===== src/rtl/mc_controller_pkg.sv =====
//==============================================================================
// mc_controller_pkg : opcodes, datapath select encodings, FSM states, ctrl vector
// Rev 1.0
//==============================================================================
`default_nettype none

package mc_controller_pkg;

   localparam int         c_op_w       = 6;

   localparam logic [5:0] c_op_rtype   = 6'b000000;
   localparam logic [5:0] c_op_j       = 6'b000010;
   localparam logic [5:0] c_op_beq     = 6'b000100;
   localparam logic [5:0] c_op_addi    = 6'b001000;
   localparam logic [5:0] c_op_ori     = 6'b001101;
   localparam logic [5:0] c_op_lw      = 6'b100011;
   localparam logic [5:0] c_op_sw      = 6'b101011;

   localparam logic [1:0] c_aluop_add  = 2'b00;
   localparam logic [1:0] c_aluop_sub  = 2'b01;
   localparam logic [1:0] c_aluop_fn   = 2'b10;
   localparam logic [1:0] c_aluop_or   = 2'b11;

   localparam logic [1:0] c_srcb_regb  = 2'b00;
   localparam logic [1:0] c_srcb_four  = 2'b01;
   localparam logic [1:0] c_srcb_imm   = 2'b10;
   localparam logic [1:0] c_srcb_immsh = 2'b11;

   localparam logic [1:0] c_pcsrc_alu  = 2'b00;
   localparam logic [1:0] c_pcsrc_out  = 2'b01;
   localparam logic [1:0] c_pcsrc_jmp  = 2'b10;

   typedef enum logic [3:0] {
      FETCH   = 4'd0,  DECODE  = 4'd1,  MEMADR  = 4'd2,  MEMRD   = 4'd3,
      MEMWB   = 4'd4,  MEMWR   = 4'd5,  RTYPEEX = 4'd6,  RTYPEWB = 4'd7,
      BEQEX   = 4'd8,  ADDIEX  = 4'd9,  ORIEX   = 4'd10, IMMWB   = 4'd11,
      JEX     = 4'd12
   } state_t;

   // memgate: enables wait on mem_ready; branch: pcen waits on zero;
   // decode: the state in which an unknown opcode raises illegal
   typedef struct packed {
      logic       iord;
      logic       irwrite;
      logic       memwrite;
      logic       regwrite;
      logic       regdst;
      logic       memtoreg;
      logic       alusrca;
      logic       zeroext;
      logic       pcen;
      logic       memgate;
      logic       branch;
      logic       decode;
      logic [1:0] alusrcb;
      logic [1:0] pcsrc;
      logic [1:0] aluop;
   } ctrl_t;

   function automatic logic is_legal_op(input logic [c_op_w-1:0] op);
      case (op)
         c_op_lw, c_op_sw, c_op_rtype, c_op_beq,
         c_op_addi, c_op_ori, c_op_j: is_legal_op = 1'b1;
         default:                     is_legal_op = 1'b0;
      endcase
   endfunction

endpackage

`default_nettype wire


===== src/rtl/mc_controller_if.sv =====
//==============================================================================
// mc_if : opcode/flag inputs and control outputs of the multicycle controller
// Rev 1.0
//==============================================================================
`default_nettype none

interface mc_if;
   import mc_controller_pkg::*;

   logic [c_op_w-1:0] op;
   logic              zero;
   logic              mem_ready;
   logic              iord, irwrite, memwrite, regwrite, regdst;
   logic              memtoreg, alusrca, zeroext, pcen, illegal;
   logic [1:0]        alusrcb, pcsrc, aluop;

   modport master (
      output op, zero, mem_ready,
      input  iord, irwrite, memwrite, regwrite, regdst,
             memtoreg, alusrca, zeroext, pcen, illegal,
             alusrcb, pcsrc, aluop
   );

   modport slave (
      input  op, zero, mem_ready,
      output iord, irwrite, memwrite, regwrite, regdst,
             memtoreg, alusrca, zeroext, pcen, illegal,
             alusrcb, pcsrc, aluop
   );

endinterface

`default_nettype wire


===== src/rtl/mc_controller_outdec.sv =====
//==============================================================================
// mc_outdec : state register -> unqualified control vector (pure Moore decode)
// Rev 1.0
//==============================================================================
`default_nettype none

module mc_outdec
   import mc_controller_pkg::*;
#(
   parameter int STATE_W = 4
) (
   input  wire logic [STATE_W-1:0] i_state,
   output ctrl_t                   o_ctrl
);

   always_comb begin
      o_ctrl = '0;
      case (i_state)
         STATE_W'(FETCH): begin
            o_ctrl.alusrcb = c_srcb_four;
            o_ctrl.irwrite = 1'b1;
            o_ctrl.pcen    = 1'b1;
            o_ctrl.memgate = 1'b1;
         end
         STATE_W'(DECODE): begin
            o_ctrl.alusrcb = c_srcb_immsh;
            o_ctrl.decode  = 1'b1;
         end
         STATE_W'(MEMADR): begin
            o_ctrl.alusrca = 1'b1;
            o_ctrl.alusrcb = c_srcb_imm;
         end
         STATE_W'(MEMRD):  o_ctrl.iord = 1'b1;
         STATE_W'(MEMWR): begin
            o_ctrl.iord     = 1'b1;
            o_ctrl.memwrite = 1'b1;
            o_ctrl.memgate  = 1'b1;
         end
         STATE_W'(MEMWB): begin
            o_ctrl.memtoreg = 1'b1;
            o_ctrl.regwrite = 1'b1;
         end
         STATE_W'(RTYPEEX): begin
            o_ctrl.alusrca = 1'b1;
            o_ctrl.alusrcb = c_srcb_regb;
            o_ctrl.aluop   = c_aluop_fn;
         end
         STATE_W'(RTYPEWB): begin
            o_ctrl.regdst   = 1'b1;
            o_ctrl.regwrite = 1'b1;
         end
         STATE_W'(BEQEX): begin
            o_ctrl.alusrca = 1'b1;
            o_ctrl.alusrcb = c_srcb_regb;
            o_ctrl.aluop   = c_aluop_sub;
            o_ctrl.pcsrc   = c_pcsrc_out;
            o_ctrl.pcen    = 1'b1;
            o_ctrl.branch  = 1'b1;
         end
         STATE_W'(ADDIEX): begin
            o_ctrl.alusrca = 1'b1;
            o_ctrl.alusrcb = c_srcb_imm;
            o_ctrl.aluop   = c_aluop_add;
         end
         STATE_W'(ORIEX): begin
            o_ctrl.alusrca = 1'b1;
            o_ctrl.alusrcb = c_srcb_imm;
            o_ctrl.aluop   = c_aluop_or;
            o_ctrl.zeroext = 1'b1;
         end
         STATE_W'(IMMWB):  o_ctrl.regwrite = 1'b1;
         STATE_W'(JEX): begin
            o_ctrl.pcsrc = c_pcsrc_jmp;
            o_ctrl.pcen  = 1'b1;
         end
         default: o_ctrl = '0;
      endcase
   end

endmodule

`default_nettype wire


===== src/rtl/mc_controller.sv =====
//==============================================================================
// mc_controller : multicycle CPU control FSM with mem_ready / zero / reset gating
// Rev 1.0
//==============================================================================
`default_nettype none

module mc_controller
   import mc_controller_pkg::*;
#(
   parameter int STATE_W = 4
) (
   input  wire logic clk,
   input  wire logic reset,
   mc_if.slave       bus
);

   logic [STATE_W-1:0] r_state;
   ctrl_t              w_ctrl;
   logic               w_ready_ok;
   logic               w_zero_ok;

   always_ff @(posedge clk) begin
      if (reset) begin
         r_state <= STATE_W'(FETCH);
      end else begin
         case (r_state)
            STATE_W'(FETCH):   if (bus.mem_ready) r_state <= STATE_W'(DECODE);
            STATE_W'(DECODE): begin
               case (bus.op)
                  c_op_lw, c_op_sw: r_state <= STATE_W'(MEMADR);
                  c_op_rtype:       r_state <= STATE_W'(RTYPEEX);
                  c_op_beq:         r_state <= STATE_W'(BEQEX);
                  c_op_addi:        r_state <= STATE_W'(ADDIEX);
                  c_op_ori:         r_state <= STATE_W'(ORIEX);
                  c_op_j:           r_state <= STATE_W'(JEX);
                  default:          r_state <= STATE_W'(FETCH);
               endcase
            end
            STATE_W'(MEMADR):  r_state <= (bus.op == c_op_lw) ? STATE_W'(MEMRD)
                                                              : STATE_W'(MEMWR);
            STATE_W'(MEMRD):   if (bus.mem_ready) r_state <= STATE_W'(MEMWB);
            STATE_W'(MEMWR):   if (bus.mem_ready) r_state <= STATE_W'(FETCH);
            STATE_W'(RTYPEEX): r_state <= STATE_W'(RTYPEWB);
            STATE_W'(ADDIEX),
            STATE_W'(ORIEX):   r_state <= STATE_W'(IMMWB);
            default:           r_state <= STATE_W'(FETCH);
         endcase
      end
   end

   mc_outdec #(
      .STATE_W (STATE_W)
   ) u_outdec (
      .i_state (r_state),
      .o_ctrl  (w_ctrl)
   );

   // Reset must suppress every write even mid-access, hence the combinational gate
   assign w_ready_ok   = ~w_ctrl.memgate | bus.mem_ready;
   assign w_zero_ok    = ~w_ctrl.branch  | bus.zero;

   assign bus.irwrite  = ~reset & w_ctrl.irwrite  & w_ready_ok;
   assign bus.memwrite = ~reset & w_ctrl.memwrite & w_ready_ok;
   assign bus.pcen     = ~reset & w_ctrl.pcen     & w_ready_ok & w_zero_ok;
   assign bus.regwrite = ~reset & w_ctrl.regwrite;
   assign bus.illegal  = ~reset & w_ctrl.decode   & ~is_legal_op(bus.op);

   assign bus.iord     = w_ctrl.iord;
   assign bus.regdst   = w_ctrl.regdst;
   assign bus.memtoreg = w_ctrl.memtoreg;
   assign bus.alusrca  = w_ctrl.alusrca;
   assign bus.zeroext  = w_ctrl.zeroext;
   assign bus.alusrcb  = w_ctrl.alusrcb;
   assign bus.pcsrc    = w_ctrl.pcsrc;
   assign bus.aluop    = w_ctrl.aluop;

endmodule

`default_nettype wire


===== src/flat_wrapper.sv =====
// flat-port wrapper written by rule: the top's interface ports become plain ports
module mc_controller_flat import mc_controller_pkg::*;
#(
   parameter int STATE_W = 4
)
  (clk, reset, bus_op, bus_zero, bus_mem_ready, bus_iord, bus_irwrite, bus_memwrite, bus_regwrite, bus_regdst, bus_memtoreg, bus_alusrca, bus_zeroext, bus_pcen, bus_illegal, bus_alusrcb, bus_pcsrc, bus_aluop);
  mc_if bus_i ();
  input  wire logic clk;
  input  wire logic reset;
  input wire logic [$bits(bus_i.op)-1:0] bus_op;
  input wire logic [$bits(bus_i.zero)-1:0] bus_zero;
  input wire logic [$bits(bus_i.mem_ready)-1:0] bus_mem_ready;
  output wire logic [$bits(bus_i.iord)-1:0] bus_iord;
  output wire logic [$bits(bus_i.irwrite)-1:0] bus_irwrite;
  output wire logic [$bits(bus_i.memwrite)-1:0] bus_memwrite;
  output wire logic [$bits(bus_i.regwrite)-1:0] bus_regwrite;
  output wire logic [$bits(bus_i.regdst)-1:0] bus_regdst;
  output wire logic [$bits(bus_i.memtoreg)-1:0] bus_memtoreg;
  output wire logic [$bits(bus_i.alusrca)-1:0] bus_alusrca;
  output wire logic [$bits(bus_i.zeroext)-1:0] bus_zeroext;
  output wire logic [$bits(bus_i.pcen)-1:0] bus_pcen;
  output wire logic [$bits(bus_i.illegal)-1:0] bus_illegal;
  output wire logic [$bits(bus_i.alusrcb)-1:0] bus_alusrcb;
  output wire logic [$bits(bus_i.pcsrc)-1:0] bus_pcsrc;
  output wire logic [$bits(bus_i.aluop)-1:0] bus_aluop;
  assign bus_i.op = bus_op;
  assign bus_i.zero = bus_zero;
  assign bus_i.mem_ready = bus_mem_ready;
  assign bus_iord = bus_i.iord;
  assign bus_irwrite = bus_i.irwrite;
  assign bus_memwrite = bus_i.memwrite;
  assign bus_regwrite = bus_i.regwrite;
  assign bus_regdst = bus_i.regdst;
  assign bus_memtoreg = bus_i.memtoreg;
  assign bus_alusrca = bus_i.alusrca;
  assign bus_zeroext = bus_i.zeroext;
  assign bus_pcen = bus_i.pcen;
  assign bus_illegal = bus_i.illegal;
  assign bus_alusrcb = bus_i.alusrcb;
  assign bus_pcsrc = bus_i.pcsrc;
  assign bus_aluop = bus_i.aluop;
  mc_controller #(.STATE_W(STATE_W)) u_core (.clk(clk), .reset(reset), .bus(bus_i));
endmodule

===== config.mk =====
export PLATFORM = sky130hd
export DESIGN_NAME = mc_controller_flat
export DESIGN_NICKNAME = d
export VERILOG_FILES = /design/src/rtl/mc_controller_pkg.sv /design/src/rtl/mc_controller_if.sv /design/src/rtl/mc_controller_outdec.sv /design/src/rtl/mc_controller.sv /design/src/flat_wrapper.sv
export SDC_FILE = /design/constraint.sdc
export NUM_CORES = 1
export LEC_CHECK = 0
export CAP_MARGIN = 20
export CELL_PAD_IN_SITES_DETAIL_PLACEMENT = 1
export CELL_PAD_IN_SITES_GLOBAL_PLACEMENT = 1
export CORE_MARGIN = 2
export CORE_UTILIZATION = 27
export CTS_CLUSTER_DIAMETER = 50
export DETAILED_ROUTE_END_ITERATION = 8
export GPL_TIMING_DRIVEN = 0
export PLACE_DENSITY_LB_ADDON = 0.1
export REMOVE_ABC_BUFFERS = 1
export SYNTH_ARGS = -nofsm -noshare
export SYNTH_HDL_FRONTEND = slang
export SYNTH_HIERARCHICAL = 1
export SYNTH_SLANG_ARGS = --single-unit
export TNS_END_PERCENT = 50

===== constraint.sdc =====
create_clock -name clk -period 2.5 [get_ports clk]
set_clock_uncertainty 0.05 [all_clocks]
set_input_delay 0.75 -clock clk [delete_from_list [all_inputs] [get_ports clk]]
set_output_delay 0.75 -clock clk [all_outputs]
set_load 0.02 [all_outputs]

[After elaboration in Yosys (flattened, before gate mapping)]
Cells that the tools add are included.
Storage, ports and cells
  register bits after elaboration: 4
  output and inout port bits: 16
  logic and storage cells: 72
Operators by class
  equality and inequality tests: 21
  mux-type cells: 22
  bitwise logic cells: 16
  reductions and logical operators: 12
Operator list (count)
  one-hot mux 4 bit (7 select lines): 1
  one-hot mux 4 bit (6 select lines): 1
  equality test 4 bit, second input constant: 5
  equality test 4 x 3 -> 1 bit, second input constant: 4
  two-way mux 1 bit: 13
  equality test 6 x 4 -> 1 bit, second input constant: 2
  equality test 6 bit, second input constant: 2
  two-way mux 4 bit: 3
  one-hot mux 2 bit (3 select lines): 2
  bitwise AND 1 bit: 10
  OR reduction 3 bit: 3
  equality test 4 x 2 -> 1 bit, second input constant: 2
  OR reduction 2 bit: 4
  OR reduction 7 bit: 1
  equality test 6 x 2 -> 1 bit, second input constant: 1
  equality test 6 x 3 -> 1 bit, second input constant: 1
  logical NOT 6 bit: 1
  inequality test 2 bit, second input constant: 3
  OR reduction 5 bit: 1
  equality test 4 x 1 -> 1 bit, second input constant: 1
  logical NOT 4 bit: 1
  inverter 1 bit: 4
  one-hot mux 2 bit (2 select lines): 1
  two-way mux 3 bit: 1
  other kinds (2): 3

[Longest topological paths before layout]
Gate-level depths: netlist of the first run.
  word-level depth: 7
  mapped depth: 5
  gate-level depth less buffers: 4

[By module]
The synthesis of the first run kept the hierarchy.
By module, submodules not included
  mc_controller: instances 1, cells an instance 68, area an instance 474.2 µm²
  mc_outdec: instances 1, cells an instance 31, area an instance 229.0 µm²

[Worst setup path after synthesis of the first run]
No wires, ideal clock.
  path kind: in2out
  start: input bus_op[2]
  end: output bus_illegal
  arrival time: 1844 ps
  setup slack: -144 ps
  cell stages on the path: 5
  path buffers: 1
  path through: buf_6 > or3_2 > a211oi_1 > nand2_1 > nor4bb_1
Between the ends
  longest elaborated chain between the ends: 5
  elaborated cells between the ends (all ways): 11
Ends and longest elaborated chain
  start, declared: RTL line flat_wrapper.sv:10  | input wire logic [$bits(bus_i.op)-1:0] bus_op;
  equality test 6 bit (tied with other cells): RTL line mc_controller_pkg.sv:61  | case (op)
  OR reduction 7 bit (*): RTL line mc_controller_pkg.sv:61
  two-way mux 1 bit (*): RTL line mc_controller_pkg.sv:61
  inverter 1 bit (*): RTL line mc_controller.sv:66  | assign bus.illegal = ~reset & w_ctrl.decode & ~is_legal_op(bus.op);
  bitwise AND 1 bit (*): RTL line mc_controller.sv:66
  end, declared: RTL line flat_wrapper.sv:22  | output wire logic [$bits(bus_i.illegal)-1:0] bus_illegal;
Mark *: on every way between the ends. The rest lies on a longest branch, timed or not.

[Worst setup path in the final report of the first run]
  start: input bus_op[3]
  end: output bus_illegal
The elaborated chain is that of the path after synthesis.

==> results of run 1 <==
[timing repair]
action                                  CTS  global route
setup buffers                            12             3
endpoints found under the setup margin   16             7
gates resized for setup                  57            24
pin swaps                                 5             3
[cell type report]
class / count / area share
Multi-Input combinational cell: 83 / 0.515
Timing Repair Buffer: 39 / 0.342
Sequential cell: 4 / 0.0815
Tap cell: 30 / 0.0322
Clock buffer: 3 / 0.0193
Inverter: 3 / 0.00966
[worst max-delay path by stage]
stage / to / slack [ns] / depth (start not counted)
2_1_floorplan: bus_illegal / -0.05 / 4
3_3_place_gp: bus_illegal / -1.19 / 6
3_5_place_dp: bus_illegal / -1.21 / 6
4_1_cts: bus_illegal / -0.17 / 6
5_1_grt: bus_illegal / -0.27 / 6
6_report: bus_illegal / -0.23 / 6
[metal layers]
layer | wire (um) | global-route usage | vias to the layer above
met5 | 0 | 0 | -
met4 | 0 | 0.0122 | 0
met3 | 89 | 0.0323 | 0
met2 | 1330 | 0.329 | 20
met1 | 1180 | 0.221 | 424
li1 | - | - | 431
[cells by family (layout without fill, tap and decap cells)]
group / count (synthesis) / after routing / share of synthesized area
compound gates: 29 / 29 / 0.290
xor+xnor: 4 / 4 / 0.0498
buf+inv: 12 / 45 / 0.103
flops: 4 / 4 / 0.114
simple gates: 50 / 50 / 0.443
[Yosys cell counts, types with 2 or more instances]
master    instances
nor3b_2           2
buf_4             3
and2_1            2
xor2_1            2
o21ai_0           7
a211oi_1          4
nor3_1            8
dfxtp_1           4
clkbuf_1          3
a21oi_1           4
nor2_1           11
nand2_1           4
nor2b_1           4
nand2b_1          3
xnor2_1           2
a31oi_1           3
nand2b_4          2
buf_6             2
nand3_1           2
inv_1             3
[per-stage QoR]
| stage | instances | power, mW | instance area (um2) | utilization | setup slack (ns) |
|---|---|---|---|---|---|
| floorplan | 90 | 0.118 | 642 | - | -0.0539 |
| global placement | 145 | 0.163 | 930 | 0.375 | -1.19 |
| detailed placement | 145 | 0.165 | 930 | 0.375 | -1.21 |
| CTS | 160 | 0.258 | 1060 | 0.427 | -0.168 |
| global route | 162 | 0.286 | 1170 | 0.471 | -0.266 |
| finish | 162 | 0.270 | 1170 | 0.471 | -0.228 |
[power by group through the flow]
| stage | registers, mW | logic, mW | clock network [mW] |
|---|---|---|---|
| floorplan | 0.0756 | 0.0422 | 0 |
| global placement | 0.0796 | 0.0837 | 0 |
| detailed placement | 0.0796 | 0.0855 | 0 |
| CTS | 0.0758 | 0.0965 | 0.0852 |
| global route | 0.0767 | 0.122 | 0.0878 |
| finish | 0.0756 | 0.114 | 0.0800 |
==> flow_metrics.py, run 1 <==
metrics = {
    "min_path": {
        "min_delay_worst_endpoint": "u_core/r_state[3]",
        "hold_path.class": "reg -> reg",
        "holdPathStages": 1,
        "min_from": "u_core/r_state[2]",
    },
    "detailed_routing": {
        "via_per_inst": 5.40,
        "firstDrtPassIters": 4,
        "drc_errors": 0,
        "wire_per_inst_um": 16.0,
        "drt-initial-drc-count": 15,
        "routed_wl_um": 2600,
        "ant_nets": 0,
        "vias": 875,
    },
    "placed_design": {
        "io_buffers": 25,
        "gp_congestion": 0.757,
        "post-dp-hpwl_um": 1550,
    },
    "synth": {
        "synth_area_leaders": "dfxtp_1 11%, nor2_1 5.9%, nor3_1 5.7%",
        "ys_seq_area_frac": 0.114,
        "ys_warn_count": 6,
        "synthFlopType": "dfxtp_1",
        "netlist_instances": 99,
        "ys_ff_latch": 4,
        "synth_top_area_share": 0.114,
        "synth_edf_count": 0,
        "syn_avg_cell_area_um2": 7.10,
        "ys_async_sr_fraction": 0,
        "synth_top_area_cell": "dfxtp_1",
        "syn_area_um2": 703,
        "yosysUniqueCellTypes": 44,
    },
    "clock_tree": {
        "clockRootBuffer": "clkbuf_4",
        "cts_tree": "built",
        "numCtsBuffers": 3,
        "clk_pin_slew_ns": 0.04,
        "postCtsHoldBufs": 0,
        "clockBufferDepth": 2,
        "cts.sinks": 4,
        "insertion_delay_ns": 0.24,
        "cts_max_level": 1,
    },
    "setup_path": {
        "cp-start-kind": "primary input",
        "cp-startpoint": "bus_op[3]",
        "reg2reg_to": "u_core/r_state[1]",
        "max_stage_delay_ns": 0.39,
        "worstPathArrival_ns": 1.93,
        "timing.critical_path.required_ns": 1.70,
        "setup.worst_path.class": "in -> out",
        "worstSetupEndpointType": "output port",
        "reg2reg_depth": 5,
        "critPathMaxFanout": 5,
        "r2r_start": "u_core/r_state[1]",
        "reg2reg_slack_ns": 0.68,
        "worstPathCellList": "buf_12 > or3_4 > a211oi_2 > nand2_1 > nor4bb_4 > buf_4",
        "cp_slowest_cell": "or3_4",
        "critPathBufInv": 2,
        "crit_family": "simple AND/OR/NAND/NOR gates",
    },
    "sta": {
        "slew_headroom": 0.631,
        "fmax_mhz": 367,
        "finalCritPeriodShare": 1.09,
        "rsz0062_at_grt": "yes",
        "whs_ns": 0.562,
        "hold_viol_final": 0,
        "fin_tns_setup_ns": -0.293,
        "fin_crit_ns": 2.73,
        "tightest_slew_ns": 0.553,
        "worst_slack_ns": -0.228,
        "slew_viol_final": 0,
        "setup_viol": 2,
    },
    "power": {
        "power.internal_mw": 0.177,
        "swShare": 0.343,
        "leakagePower_nw": 0.514,
        "power_density_nw_per_um2": 231,
        "p_switching_mw": 0.0925,
        "seqPwrFrac": 0.281,
        "ir_drop_mv": 0.238,
        "power_frac_comb": 0.423,
        "p_clk_frac": 0.297,
    },
    "finish": {
        "synthToLayoutAreaGrowth_pct": 65.8,
        "largest_registers": "u_core/r_state: 4 flops",
        "n_antenna_cell": 0,
        "multi_input_area_um2": 601,
        "layout_commonest_cell": "nor2_1",
        "largest_reg_flops": 4,
        "layout_common_cells": "11 x nor2_1, 9 x buf_6, 8 x nor3_1, 7 x clkdlybuf4s50_1, 7 x buf_4",
        "seqCellArea_um2": 95.1,
        "fillCellCount": 315,
        "drive_gt1_frac": 0.348,
        "top_register": "u_core/r_state",
        "final_nets": 144,
    },
    "global_routing": {
        "grt_antenna_before_repair": 0,
        "grt_overflow_total": 0,
        "grt_pass1_vias": 844,
        "grt_max_degree": 26,
        "grt_first_pass_wirelength_um": 3910,
        "track_usage": 0.178,
    },
    "job": {
        "maxCapViolCount": 0,
    },
    "floorplan": {
        "dieArea_um2": 3030,
        "num_io_pins": 26,
        "initial_core_util": 0.284,
        "row_count": 18,
        "die_h_um": 55.0,
        "coreArea_um2": 2480,
        "die-width_um": 55.0,
    },
    "outcome": {
        "status": "finished with violations",
        "violations": "setup timing",
    },
}
Note: power is estimated with default switching activity, not from simulation.
==> inputs of run 2 (changes only) <==
--- a/config.mk
+++ b/config.mk
@@ -8,9 +8,8 @@
 export CAP_MARGIN = 20
 export CELL_PAD_IN_SITES_DETAIL_PLACEMENT = 1
 export CELL_PAD_IN_SITES_GLOBAL_PLACEMENT = 1
-export CORE_MARGIN = 2
-export CORE_UTILIZATION = 27
-export CTS_CLUSTER_DIAMETER = 50
+export CORE_UTILIZATION = 30
+export CTS_CLUSTER_DIAMETER = 30
 export DETAILED_ROUTE_END_ITERATION = 8
 export GPL_TIMING_DRIVEN = 0
 export PLACE_DENSITY_LB_ADDON = 0.1
==> constraint.sdc (replaced) <==
create_clock -name clk -period 2.9 [get_ports clk]
set_clock_uncertainty 0.05 [all_clocks]
set_input_delay 0.87 -clock clk [delete_from_list [all_inputs] [get_ports clk]]
set_output_delay 0.87 -clock clk [all_outputs]
set_load 0.02 [all_outputs]
==> run 2 against run 1 <==
  * The flow still finishes with violations (setup timing)
  * Die area decreased by 16%
  * Core utilization decreased by 2.7 points
  * Sequential share of layout area increased by 0.51 points
  * Register-to-register slack improved by 0.53 ns
  * Critical path depth unchanged
  * Final cell count decreased by 8.6%
==> flow_metrics.py, run 2 (synthesized netlist as in run 1, its figures left out) <==
metrics = {
    "power": {
        "leakagePower_nw": 0.345,
        "power_density_nw_per_um2": 222,
        "ir_drop_mv": 0.191,
        "power.total_mw": 0.218,
        "p_clk_frac": 0.338,
        "power_frac_comb": 0.351,
        "power.internal_mw": 0.142,
        "seqPwrFrac": 0.311,
        "p_switching_mw": 0.0765,
        "swShare": 0.351,
    },
    "placed_design": {
        "gp_congestion": 0.715,
        "io_buffers": 25,
        "post-dp-hpwl_um": 1480,
        "dpl.cell_count": 143,
        "pre_cts_ws_ns": -1.09,
    },
    "floorplan": {
        "die-width_um": 50.4,
        "die_h_um": 50.4,
        "coreArea_um2": 2210,
        "initial_core_util": 0.318,
        "dieArea_um2": 2540,
        "num_io_pins": 26,
        "row_count": 17,
    },
    "detailed_routing": {
        "drc_errors": 0,
        "routed_wl_um": 2170,
        "ant_nets": 0,
        "wire_per_inst_um": 14.7,
        "vias": 809,
        "drt-initial-drc-count": 10,
        "via_per_inst": 5.47,
        "firstDrtPassIters": 4,
    },
    "sta": {
        "fin_crit_ns": 2.94,
        "hold_viol_final": 0,
        "finalCritPeriodShare": 1.02,
        "slew_headroom": 0.679,
        "slew_viol_final": 0,
        "rsz0062_at_grt": "yes",
        "fin_tns_setup_ns": -0.0442,
        "setup_viol": 1,
        "worst_slack_ns": -0.0442,
        "fmax_mhz": 340,
        "tightest_slew_ns": 0.482,
    },
    "finish": {
        "layout_commonest_cell": "clkdlybuf4s50_1",
        "final_nets": 132,
        "largest_registers": "u_core/r_state: 4 flops",
        "n_antenna_cell": 0,
        "largest_reg_flops": 4,
        "layout_common_cells": "13 x clkdlybuf4s50_1, 11 x nor2_1, 8 x nor3_1, 6 x o21ai_0, 5 x dlygate4sd2_1",
        "synthToLayoutAreaGrowth_pct": 39.7,
        "utilization": 0.444,
        "top_register": "u_core/r_state",
        "drive_gt1_frac": 0.250,
        "finalNonFillerCells": 148,
    },
    "job": {
        "maxCapViolCount": 0,
    },
    "outcome": {
        "status": "finished with violations",
        "violations": "setup timing",
    },
    "global_routing": {
        "grt_first_pass_wirelength_um": 3560,
        "grt_overflow_total": 0,
        "grt_max_degree": 26,
        "grt_antenna_before_repair": 0,
        "track_usage": 0.178,
        "grt_pass1_vias": 754,
    },
    "clock_tree": {
        "cts_max_level": 1,
        "numCtsBuffers": 3,
        "cts_tree": "built",
        "cts.sinks": 4,
        "postCtsHoldBufs": 0,
        "clockRootBuffer": "clkbuf_4",
        "clockBufferDepth": 2,
        "insertion_delay_ns": 0.24,
        "clk_pin_slew_ns": 0.04,
    },
    "setup_path": {
        "crit_family": "simple AND/OR/NAND/NOR gates",
        "max_stage_delay_ns": 0.39,
        "timing.critical_path.required_ns": 1.98,
        "worstPathArrival_ns": 2.02,
        "cp-start-kind": "primary input",
        "cp_slowest_cell": "or3_4",
        "setup.worst_path.class": "in -> out",
        "worstPathCellList": "buf_12 > or3_4 > a211oi_4 > nand2_1 > nor4bb_1 > buf_2",
        "critPathMaxFanout": 2,
        "worstSetupEndpointType": "output port",
        "critPathBufInv": 2,
    },
    "min_path": {
        "hold_path.class": "reg -> reg",
    },
}
## run 2: repair_timing
action	CTS	global route
setup buffers	1	1
endpoints found under the setup margin	15	4
pin swaps	1	3
resized for setup	46	10
## run 2: routing by layer
metal,share of wire,wire [um],track usage
met1,0.50,1080,0.247
met2,0.47,1020,0.293
met3,0.029,64,0.0273
met4,0.0032,7,0.0278
met5,0,0,0
## run 2: worst reg2reg max path: stages (launching register included)
cell and delay, ns:
dfxtp_2 0.62, nor2b_1 0.40, o21ai_0 0.18, a21o_1 0.21
a31oi_1 0.15
## run 2: worst paths after layout
check	start	endpoint	slack [ns]	depth (start not counted)
max	bus_op[2]	bus_illegal	-0.04	6
min	u_core/r_state[0]	u_core/r_state[0]	0.62	1
max reg2reg	u_core/r_state[0]	u_core/r_state[1]	1.21	4
min reg2reg	u_core/r_state[0]	u_core/r_state[0]	0.62	1
## run 2: area by class of cell
class | count | area [um2]
flip-flops and latches | 4 | 85.1
repair buffers | 27 | 258
well taps | 28 | 35.0
multi-input cells | 83 | 571
clock buffers | 3 | 22.5
fillers | 292 | 1230
inverters | 3 | 11.3
## run 2: through the flow
stage | cell area [um2] | hold slack [ns]
2_1_floorplan | 642 | 0.647
3_3_place_gp | 927 | 0.770
3_5_place_dp | 927 | 0.782
4_1_cts | 941 | 0.627
5_1_grt | 982 | 0.656
6_report | 982 | 0.623
## run 2: power groups by stage
| stage | clock [mW] | combinational (mW) | sequential (mW) |
|---|---|---|---|
| floorplan | 0 | 0.0364 | 0.0652 |
| global placement | 0 | 0.0711 | 0.0680 |
| detailed placement | 0 | 0.0728 | 0.0684 |
| CTS | 0.0773 | 0.0703 | 0.0680 |
| global route | 0.0809 | 0.0837 | 0.0692 |
| finish | 0.0737 | 0.0766 | 0.0679 |
==> inputs of run 3 (changes only) <==
--- a/config.mk
+++ b/config.mk
@@ -5,6 +5,7 @@
 export SDC_FILE = /design/constraint.sdc
 export NUM_CORES = 1
 export LEC_CHECK = 0
+export ABC_CLOCK_PERIOD_IN_PS = 2900
 export CAP_MARGIN = 20
 export CELL_PAD_IN_SITES_DETAIL_PLACEMENT = 1
 export CELL_PAD_IN_SITES_GLOBAL_PLACEMENT = 1
==> results of run 3 <==
The final DEF is identical to that of run 2; final timing and power are the same.
